--- src/rtl/car_pkg.sv ---
// Shared definitions for the car speed controller and its downstream consumers.
// - Speed codes as produced by the controller on its 2-bit speed output.
// - State encoding of the overspeed alarm FSM.
package car_pkg;

  localparam logic [1:0] SPD_STOP = 2'b00;
  localparam logic [1:0] SPD_LOW  = 2'b01;
  localparam logic [1:0] SPD_MED  = 2'b10;
  localparam logic [1:0] SPD_HIGH = 2'b11;

  typedef enum logic [1:0] {
    ST_IDLE  = 2'b00,
    ST_COUNT = 2'b01,
    ST_ALARM = 2'b10
  } alarm_state_e;

endpackage

--- src/rtl/car_speed_odometer_overspeed_monitor.sv ---
// overspeed_monitor: raises overspeed once HIGH speed (with ignition on) has
// been seen for ALARM_CYCLES consecutive rising edges, and drops it on the
// first edge where that no longer holds.
// Ports:
//   clock     system clock
//   reset     synchronous, active-high
//   keys      ignition (0 = engine off)
//   speed     speed code from the controller
//   overspeed registered alarm flag (state == ST_ALARM)
module overspeed_monitor
  import car_pkg::*;
#(
  parameter int ALARM_CYCLES = 3
) (
  input  logic       clock,
  input  logic       reset,
  input  logic       keys,
  input  logic [1:0] speed,
  output logic       overspeed
);

  localparam int             HW   = $clog2(ALARM_CYCLES + 1);
  localparam logic [HW-1:0]  HMAX = HW'(ALARM_CYCLES);

  alarm_state_e  state_q, state_d;
  logic [HW-1:0] hcnt_q, hcnt_d;
  logic          high;

  // Ignition off counts as "not HIGH", so keys falling always returns to IDLE.
  assign high = keys && (speed == SPD_HIGH);

  always_comb begin
    // NOTE: every signal driven here gets a default first, so no path can
    // leave it unassigned and infer a latch.
    state_d = state_q;
    hcnt_d  = hcnt_q;
    case (state_q)
      ST_IDLE: begin
        if (high) begin
          if (ALARM_CYCLES == 1) begin
            state_d = ST_ALARM;
            hcnt_d  = HMAX;
          end else begin
            state_d = ST_COUNT;
            hcnt_d  = HW'(1);
          end
        end else begin
          hcnt_d = '0;
        end
      end
      ST_COUNT: begin
        if (high) begin
          hcnt_d = hcnt_q + HW'(1);
          if (hcnt_d == HMAX) state_d = ST_ALARM;
        end else begin
          state_d = ST_IDLE;
          hcnt_d  = '0;
        end
      end
      ST_ALARM: begin
        // hcnt stays saturated at HMAX while the alarm holds.
        if (!high) begin
          state_d = ST_IDLE;
          hcnt_d  = '0;
        end
      end
      default: begin
        state_d = ST_IDLE;
        hcnt_d  = '0;
      end
    endcase
  end

  // NOTE: state is updated with non-blocking assignments so every register
  // samples values from before the edge; reset is checked inside the clocked
  // block, making it synchronous.
  always_ff @(posedge clock) begin
    if (reset) begin
      state_q <= ST_IDLE;
      hcnt_q  <= '0;
    end else begin
      state_q <= state_d;
      hcnt_q  <= hcnt_d;
    end
  end

  assign overspeed = (state_q == ST_ALARM);

endmodule

--- src/rtl/car_speed_odometer.sv ---
// car_speed_odometer: integrates the controller's speed code into distance.
// A speed-weighted accumulator produces one unit_tick per TICKS_PER_UNIT
// weighted cycles; ticks advance a wrapping odometer and a saturating,
// clearable trip counter. The overspeed alarm lives in overspeed_monitor.
// Ports:
//   clock      system clock
//   reset      synchronous, active-high; clears all state
//   keys       ignition (0 = engine off, no distance accrues)
//   speed      speed code 00 STOP .. 11 HIGH, used as increment 0..3
//   trip_clear clears trip; wins over a simultaneous tick
//   odometer   total distance units, wraps
//   trip       units since last trip_clear, saturates at all-ones
//   unit_tick  one-cycle pulse per completed unit
//   overspeed  HIGH held for >= ALARM_CYCLES cycles
//   moving     registered (keys && speed != STOP)
module car_speed_odometer
  import car_pkg::*;
#(
  parameter int TICKS_PER_UNIT = 4,
  parameter int DIST_W         = 16,
  parameter int TRIP_W         = 12,
  parameter int ALARM_CYCLES   = 3
) (
  input  logic              clock,
  input  logic              reset,
  input  logic              keys,
  input  logic [1:0]        speed,
  input  logic              trip_clear,
  output logic [DIST_W-1:0] odometer,
  output logic [TRIP_W-1:0] trip,
  output logic              unit_tick,
  output logic              overspeed,
  output logic              moving
);

  // acc never exceeds TICKS_PER_UNIT-1, so acc + 3 fits in AW bits without
  // needing a carry bit.
  localparam int            AW  = $clog2(TICKS_PER_UNIT + 3);
  localparam logic [AW-1:0] TPU = AW'(TICKS_PER_UNIT);

  logic [AW-1:0] acc, inc, sum, acc_next;
  logic          tick;

  always_comb begin
    inc      = keys ? AW'(speed) : '0;
    sum      = acc + inc;
    tick     = (sum >= TPU);
    // inc <= 3 < TICKS_PER_UNIT, so one subtraction is always enough.
    acc_next = tick ? (sum - TPU) : sum;
  end

  always_ff @(posedge clock) begin
    if (reset) begin
      acc       <= '0;
      odometer  <= '0;
      trip      <= '0;
      unit_tick <= 1'b0;
      moving    <= 1'b0;
    end else begin
      acc       <= acc_next;
      unit_tick <= tick;
      moving    <= keys && (speed != SPD_STOP);
      if (tick) odometer <= odometer + DIST_W'(1);
      if (trip_clear)                trip <= '0;
      else if (tick && (trip != '1)) trip <= trip + TRIP_W'(1);
    end
  end

  overspeed_monitor #(
    .ALARM_CYCLES(ALARM_CYCLES)
  ) u_monitor (
    .clock    (clock),
    .reset    (reset),
    .keys     (keys),
    .speed    (speed),
    .overspeed(overspeed)
  );

endmodule

--- config.mk ---
export PLATFORM = sky130hd
export DESIGN_NAME = car_speed_odometer
export DESIGN_NICKNAME = d
export VERILOG_FILES = /design/src/rtl/car_pkg.sv /design/src/rtl/car_speed_odometer_overspeed_monitor.sv /design/src/rtl/car_speed_odometer.sv
export SDC_FILE = /design/constraint.sdc
export NUM_CORES = 1
export LEC_CHECK = 0
export BUFFER_PORTS_ARGS = -buffer_cell sky130_fd_sc_hd__buf_4
export CAP_MARGIN = 10
export CORE_UTILIZATION = 45
export CTS_CLUSTER_SIZE = 20
export DETAILED_ROUTE_END_ITERATION = 16
export GPL_ROUTABILITY_DRIVEN = 0
export PLACE_DENSITY = 0.68
export SLEW_MARGIN = 25
export SYNTH_ARGS = -nofsm -noshare
export SYNTH_HDL_FRONTEND = slang
export SYNTH_SLANG_ARGS = --single-unit
--- constraint.sdc ---
create_clock -name clock -period 4 [get_ports clock]
set_clock_uncertainty 0.1 [all_clocks]
set_input_delay 0.4 -clock clock [delete_from_list [all_inputs] [get_ports clock]]
set_output_delay 0.4 -clock clock [all_outputs]
set_load 0.02 [all_outputs]
# == Word level (Yosys, flattened, before mapping) ==
# Cells that the tools add are included.
# Widths: inputs -> output; s select.
# op_classes
n_addsub,5
order_cmp,1
eq_ne,8
n_mux,10
n_reduce_logical,7
# op_table
operator,n
$add 16x1->16 const B,1
$add 12x1->12 const B,1
$mux 2,6
$ne 12x12->1 const B,1
$pmux 2 s3,2
$eq 2x2->1 const B,3
$add 3x2->3,1
$ge 3x3->1 const B,1
$logic_and 1x1->1,3
$mux 3,1
$ne 3x3->1 const B,1
$reduce_and 3->1,1
$sub 3x3->3 const B,1
$add 2x1->2 const B,1
$eq 2x1->1 const B,1
$logic_not 2->1,1
$ne 2x1->1 const B,1
$ne 2x2->1 const B,1
$reduce_bool 2->1,1
$reduce_or 2->1,1
$mux 1,1
# totals
reg_bits,37
wordCells,38

# == Depth between registers and ports, before layout ==
# Gate-level depths: netlist (run 1).
# depth
ltp_word,5
ltp_mapped,9
ltp_nobuf,8

# == By module ==
# A second synthesis (run 1) with hierarchy kept.
# unflattened
hier_cells,190
area_unflattened_um2,1661.6
# modules_own_cells
mod,instances,cells_each,area_each_um2,seq_area_each_um2
car_speed_odometer,1,173,1491.4,660.6
overspeed_monitor,1,17,170.2,80.1

# == Worst setup path after synthesis (run 1) ==
# Ideal clock, no wire load.
# synth_path
kind,input to register
start,in keys
end,reg odometer[15]
arrival_ps,2330
t_required_ps,3779
slack_ps,1449
cell_stages,8
cell_sequence,and2_1 -> ha_1 -> inv_1 -> fa_1 -> xor2_1 -> nor4_1 -> and3_1 -> mux2_2
# synth_via
elab_chain_len,3
# synth_lines
element,line,text
start: declaration,car_speed_odometer.sv:26,"input logic keys,"
$mux 2,car_speed_odometer.sv:45,inc = keys ? AW'(speed) : '0;
$add 3x2->3,car_speed_odometer.sv:46,sum = acc + inc;
$ge 3x3->1,car_speed_odometer.sv:47,tick = (sum >= TPU);
end signal: assignment,car_speed_odometer.sv:63,if (tick) odometer <= odometer + DIST_W'(1);
end: declaration,car_speed_odometer.sv:29,"output logic [DIST_W-1:0] odometer,"
# Every way passes these cells.
# A chain may end at the register's enable or synchronous reset.

# == Worst setup path in the final report (run 1) ==
# Same ends and word-level chain as after synthesis.

==> impl_metrics.json, run 1 <==
{
  "syn_area_mm2": 0.00168,
  "holdCritStartpoint": "speed[0]",
  "fin_crit_sh_pct": 68.6,
  "fin_setup_tns_ps": 0,
  "post_cts_buffers": 0,
  "path_common_cell": "buf_4",
  "min_period_ps": 2740,
  "drt_iter0_markers": 56,
  "crit_arrival_ps": 2820,
  "antenna_left": 0,
  "crit_path_max_incr_delay_ps": 530,
  "clockBufferDepth": 2,
  "cts-root-buf": "clkbuf_8",
  "pre_cts_slack_ps": 990,
  "grt_max_degree": 30,
  "yosysUniqueCellTypes": 41,
  "p_per_area_mw_per_mm2": 338,
  "regToRegSetupSlack_ps": 1290,
  "crit_fanout": 10,
  "cp_slowest_cell": "nor4_1",
  "rsz0062_at_grt": "no",
  "synth_commonest_cells": "37 x dfxtp_1, 26 x nor2_1, 14 x nand2_1, 12 x a21oi_1, 9 x xnor2_1",
  "core_area_mm2": 0.00344,
  "dp.cells": 266,
  "fin_ws_ps": 1260,
  "leakagePower_nw": 0.800,
  "synth_nets": 201,
  "die_x_um": 63.0,
  "worstReg2RegStart": "acc[0]$_SDFF_PP0_",
  "synth_edf_count": 0,
  "hold_viol_final": 0,
  "slew-limit-headroom_pct": 57.9,
  "grt-ovfl-total": 0,
  "synth_seq_area_share_pct": 44.2,
  "numCtsBuffers": 5,
  "stdcell_count": 273,
  "cp-start-kind": "input port",
  "rows": 21,
  "synth_warnings": 0,
  "synth.avg_cell_area_um2": 8.82,
  "clock_sinks": 37,
  "layout.nets": 238,
  "cap_violations": 0,
  "ctsResizeCount": 0,
  "synth.top_cell.area_share_pct": 44.2,
  "fillerInstances": 319,
  "crit_chain": "buf_4, and2_1, ha_1, inv_1, fa_1, xor2_1, buf_4, nor4_1, and3_1, mux2_2",
  "pin_count": 37,
  "htree_levels": 2,
  "worst_pin_slew_ps": 627,
  "die-area_mm2": 0.00397,
  "drc": 0,
  "critPathRequiredTime_ps": 4070,
  "drive_gt1_share_pct": 23.3,
  "wl_um": 3420,
  "synthFlopType": "dfxtp_1",
  "wl_per_cell_um": 12.5,
  "hpwl_um": 2470,
  "crit_type": "input port to register",
  "hold_path_depth": 3,
  "drv_slew": 0,
  "holdPathEnd": "moving$_SDFF_PP0_",
  "grt_pass1_wl_um": 5780,
  "final_util_pct": 60.1,
  "grt_antenna_before_repair": 0,
  "grt_use_total_pct": 18.8,
  "cts_tree": "yes",
  "holdCritPathClass": "input port to register",
  "hold_ws_ps": 276,
  "port_buffers": 36,
  "yosysMostFrequentCell": "dfxtp_1",
  "clock.fmax_ghz": 0.364,
  "start_util_pct": 48.7,
  "synthCells": 190,
  "clkTransAtPathRegs_ps": 70,
  "drtPass1Iterations": 4,
  "syn_to_final_growth_pct": 23.4,
  "final-setup-viol-count": 0,
  "vias": 1470,
  "cp-end-kind": "register",
  "run_status": "finished, final reports clean",
  "clk_latency_ps": 290,
  "grt_pass1_vias": 1357,
  "die_h_um": 63.0,
  "ir_worst_vdd_v": 0.000198,
  "r2r_end": "odometer[15]$_SDFFE_PP0P_",
  "synth_seq_cells": 37,
  "routed_via_density": 5.38,
  "antenna_cells": 0,
  "yosys.area.top_type": "dfxtp_1",
  "synth.top_cells.by_area": "dfxtp_1 44%, nor2_1 5.8%, xnor2_1 4.7%",
  "synth-async-reset-ratio_pct": 0,
  "ctsHoldBuffers": 0,
  "reg2reg_depth": 8
}
[where the power goes]
| part | switching [mW] | leakage, nW | total (mW) | internal (mW) |
|---|---|---|---|---|
| clock | 0.124 | 0.0443 | 0.260 | 0.137 |
| combinational | 0.0322 | 0.456 | 0.0552 | 0.0230 |
| sequential | 0.00753 | 0.300 | 0.384 | 0.377 |
[worst max-delay path, delay by kind of cell]
family	cells	cell delay (ps)
buffers and inverters	3	360
XOR/XNOR	1	260
AND/OR/NAND/NOR	3	920
multiplexers	1	330
adder cells (fa/ha/maj)	2	550
[logic make-up after synthesis]
logic type               count (synthesis)  share of synthesized area [%]
AND/OR/NAND/NOR                         87                           27.4
adder cells (fa/ha/maj)                  5                           4.18
XOR/XNOR                                12                           6.27
AO/OA/AOI/OAI                           31                           12.1
flip-flops                              37                           44.2
buffers and inverters                   13                           3.06
other                                    1                          0.224
multiplexers                             4                           2.61
[worst max path at each step]
stage	from	endpoint	slack, ps
6_report	keys	odometer[15]$_SDFFE_PP0P_	1260
5_1_grt	keys	odometer[15]$_SDFFE_PP0P_	1100
4_1_cts	keys	odometer[15]$_SDFFE_PP0P_	1280
3_5_place_dp	keys	odometer[15]$_SDFFE_PP0P_	990
3_3_place_gp	keys	odometer[15]$_SDFFE_PP0P_	1020
2_1_floorplan	keys	odometer[15]$_SDFFE_PP0P_	1450
[sequential cells by signal, indices dropped and copies added (netlist names)]
register           cells
odometer              16
trip                  12
acc                    3
u_monitor.hcnt_q       2
u_monitor.state_q      2
moving                 1
unit_tick              1
[final cells by class]
cell class	count	area [um2]	area share, %
Multi-Input combinational cell	140	885	42.7
Timing Repair Buffer	37	278	13.4
Sequential cell	37	741	35.8
Tap cell	46	57.6	2.78
Inverter	6	22.5	1.09
Clock buffer	7	86.3	4.17
[metal layers]
metal	GRT usage (%)	wire, um	vias to the layer above	share of wire (%)
met5	0	0	-	0
met4	6.98	32	0	0.94
met3	7.30	131	4	3.8
met2	31.6	1690	32	49
met1	21.2	1560	690	46
li1	-	-	744	-
[placed cells by master, fill, tap and decap left out, types with 6 or more instances in the layout]
cell,count
xnor2_1,9
nor2_1,26
nand2_1,14
inv_1,6
a21oi_1,12
dfxtp_1,37
nand4_1,7
clkbuf_8,6
nor3_1,6
buf_4,37
[metrics by stage]
stage / total power [mW] / instance area, um2
3_5_place_dp: 0.449 / 1980
2_1_floorplan: 0.428 / 1680
5_1_grt: 0.733 / 2070
3_3_place_gp: 0.446 / 1980
4_1_cts: 0.707 / 2070
6_report: 0.700 / 2070
No activity file was read; power rests on OpenSTA's default activity.
==> run 2, diff against run 1 <==
Settings changed: ABC_AREA from default to 1, PLACE_DENSITY 0.68 to 0.7.
Clock period 4 ns to 2.37 ns, I/O delays scaled along.
==> run 2 against run 1 <==
Against the previous run: wire length is 9.2% higher; core utilization is 0.70 points lower; worst setup slack worse by 990 ps; count of clock-buffer cells in the layout stayed put; critical path depth is 1 higher; highest routed layer unchanged; largest cell class unchanged; die area is 7.4% higher; synthesized cell count is 41% higher.
==> impl_metrics.json, run 2 <==
{
  "routed_via_density": 4.89,
  "min_period_ps": 2110,
  "cp-start-kind": "register",
  "vias": 1744,
  "synth_seq_area_share_pct": 41.1,
  "cp-end-kind": "register",
  "drive_gt1_share_pct": 18.1,
  "syn_to_final_growth_pct": 23.3,
  "htree_levels": 2,
  "fin_setup_tns_ps": 0,
  "grt-ovfl-total": 0,
  "grt_pass1_vias": 1570,
  "start_util_pct": 48.2,
  "holdCritPathClass": "input port to register",
  "drc": 0,
  "synth_commonest_cells": "64 x nand2_1, 57 x nor2_1, 37 x dfxtp_1, 33 x inv_1, 16 x a21oi_1",
  "yosysUniqueCellTypes": 24,
  "hpwl_um": 2720,
  "die_x_um": 65.3,
  "synth-async-reset-ratio_pct": 0,
  "yosys.area.top_type": "dfxtp_1",
  "ctsHoldBuffers": 0,
  "grt_pass1_wl_um": 6410,
  "clock.fmax_ghz": 0.475,
  "synth_edf_count": 0,
  "ctsResizeCount": 0,
  "fin_crit_sh_pct": 88.8,
  "synth.top_cell.area_share_pct": 41.1,
  "hold_viol_final": 0,
  "largest_register_ffs": 16,
  "largest_register": "odometer",
  "numCtsBuffers": 5,
  "p_per_area_mw_per_mm2": 548,
  "cap_violations": 0,
  "clk_latency_ps": 290,
  "synthFlopType": "dfxtp_1",
  "layout_common_cells": "64 x nand2_1, 57 x nor2_1, 39 x buf_4, 37 x dfxtp_1, 33 x inv_1",
  "grt_antenna_before_repair": 0,
  "layout.nets": 319,
  "die_h_um": 65.3,
  "yosysMostFrequentCell": "nand2_1",
  "cp_slowest_cell": "fa_1",
  "drtPass1Iterations": 4,
  "synthCells": 267,
  "wl_per_cell_um": 10.4,
  "critPathRequiredTime_ps": 2460,
  "pin_count": 37,
  "syn_area_mm2": 0.00180,
  "leakagePower_nw": 0.935,
  "cts_tree": "yes",
  "wl_um": 3730,
  "grt_use_total_pct": 19.4,
  "clockBufferDepth": 2,
  "final_common_cell": "nand2_1",
  "crit_fanout": 9,
  "synth.top_cells.by_area": "dfxtp_1 41%, nand2_1 13%, nor2_1 12%",
  "drv_slew": 0,
  "path_common_cell": "nand2_1",
  "core_area_mm2": 0.00374,
  "synth_nets": 278,
  "synth_seq_cells": 37,
  "ir_worst_vdd_v": 0.000303,
  "grt_max_degree": 16,
  "rsz0062_at_grt": "no",
  "rows": 22,
  "clkTransAtPathRegs_ps": 70,
  "port_buffers": 36,
  "crit_path_max_incr_delay_ps": 400,
  "antenna_left": 0,
  "cts-root-buf": "clkbuf_8",
  "top_regs": "odometer (16), trip (12), acc (3)",
  "crit_chain": "ha_1, inv_1, fa_1, inv_1, nand2_1, nand2_1, nand3_1, nor2_2, nand3_1, nand2_1, nor2_1",
  "synth_warnings": 0,
  "power_mw": 1.22,
  "die-area_mm2": 0.00427,
  "hold_ws_ps": 88.0,
  "synth.avg_cell_area_um2": 6.76,
  "run_status": "finished, final reports clean",
  "drt_iter0_markers": 52,
  "final-setup-viol-count": 0,
  "crit_arrival_ps": 2190,
  "post_cts_buffers": 0,
  "antenna_cells": 0,
  "clock_sinks": 37,
  "crit_type": "register to register"
}
run 2: cells by family after synthesis:
kind of cell	share of synthesized area (%)
adder cells (fa/ha/maj)	3.88
other	0.208
AND/OR/NAND/NOR	36.8
flip-flops	41.1
AO/OA/AOI/OAI	9.29
buffers and inverters	8.74
run 2: worst paths after layout:
kind                             from                   endpoint  slack (ps)  cells after the start
max reg2reg         acc[0]$_SDFF_PP0_  odometer[14]$_SDFFE_PP0P_         260                     11
min reg2reg  odometer[5]$_SDFFE_PP0P_   odometer[5]$_SDFFE_PP0P_         370                      2
min                             reset          acc[1]$_SDFF_PP0_          90                      2
max                 acc[0]$_SDFF_PP0_  odometer[14]$_SDFFE_PP0P_         260                     11
run 2: layout make-up:
cell class	count	area, um2
multi-input cells	192	906
clock inverters	1	5.00
repair buffers	39	293
fillers	378	1520
well taps	48	60.1
inverters	33	124
flip-flops and latches	37	741
clock buffers	7	96.3
run 2: metal layers:
metal,part of all wire (%),vias to the layer above,global-route usage (%)
met3,5.0,6,5.56
met2,44,32,32.0
met4,1.7,0,8.42
met5,0,-,0
met1,49,783,23.3
li1,-,923,-
run 2: where the power goes:
group / internal [mW] / switching, mW / total, mW / leakage, nW
combinational: 0.0367 / 0.0551 / 0.0917 / 0.580
clock: 0.263 / 0.221 / 0.483 / 0.0542
sequential: 0.635 / 0.00965 / 0.644 / 0.300
total: 0.934 / 0.286 / 1.22 / 0.935
run 2: stage by stage:
stage	instances	util, %	setup slack, ps	area, um2
2_1_floorplan	267	-	474	1800
3_3_place_gp	349	56.7	154	2120
3_5_place_dp	349	56.7	68.6	2120
4_1_cts	357	59.4	267	2220
5_1_grt	357	59.4	42.7	2220
6_report	357	59.4	265	2220
run 2: worst max-delay path: cells and delay by family (launching register included):
family / cells / cell delay, ps
fa+ha+maj: 2 / 530
buf+inv: 2 / 130
flops: 1 / 320
simple gates: 7 / 910
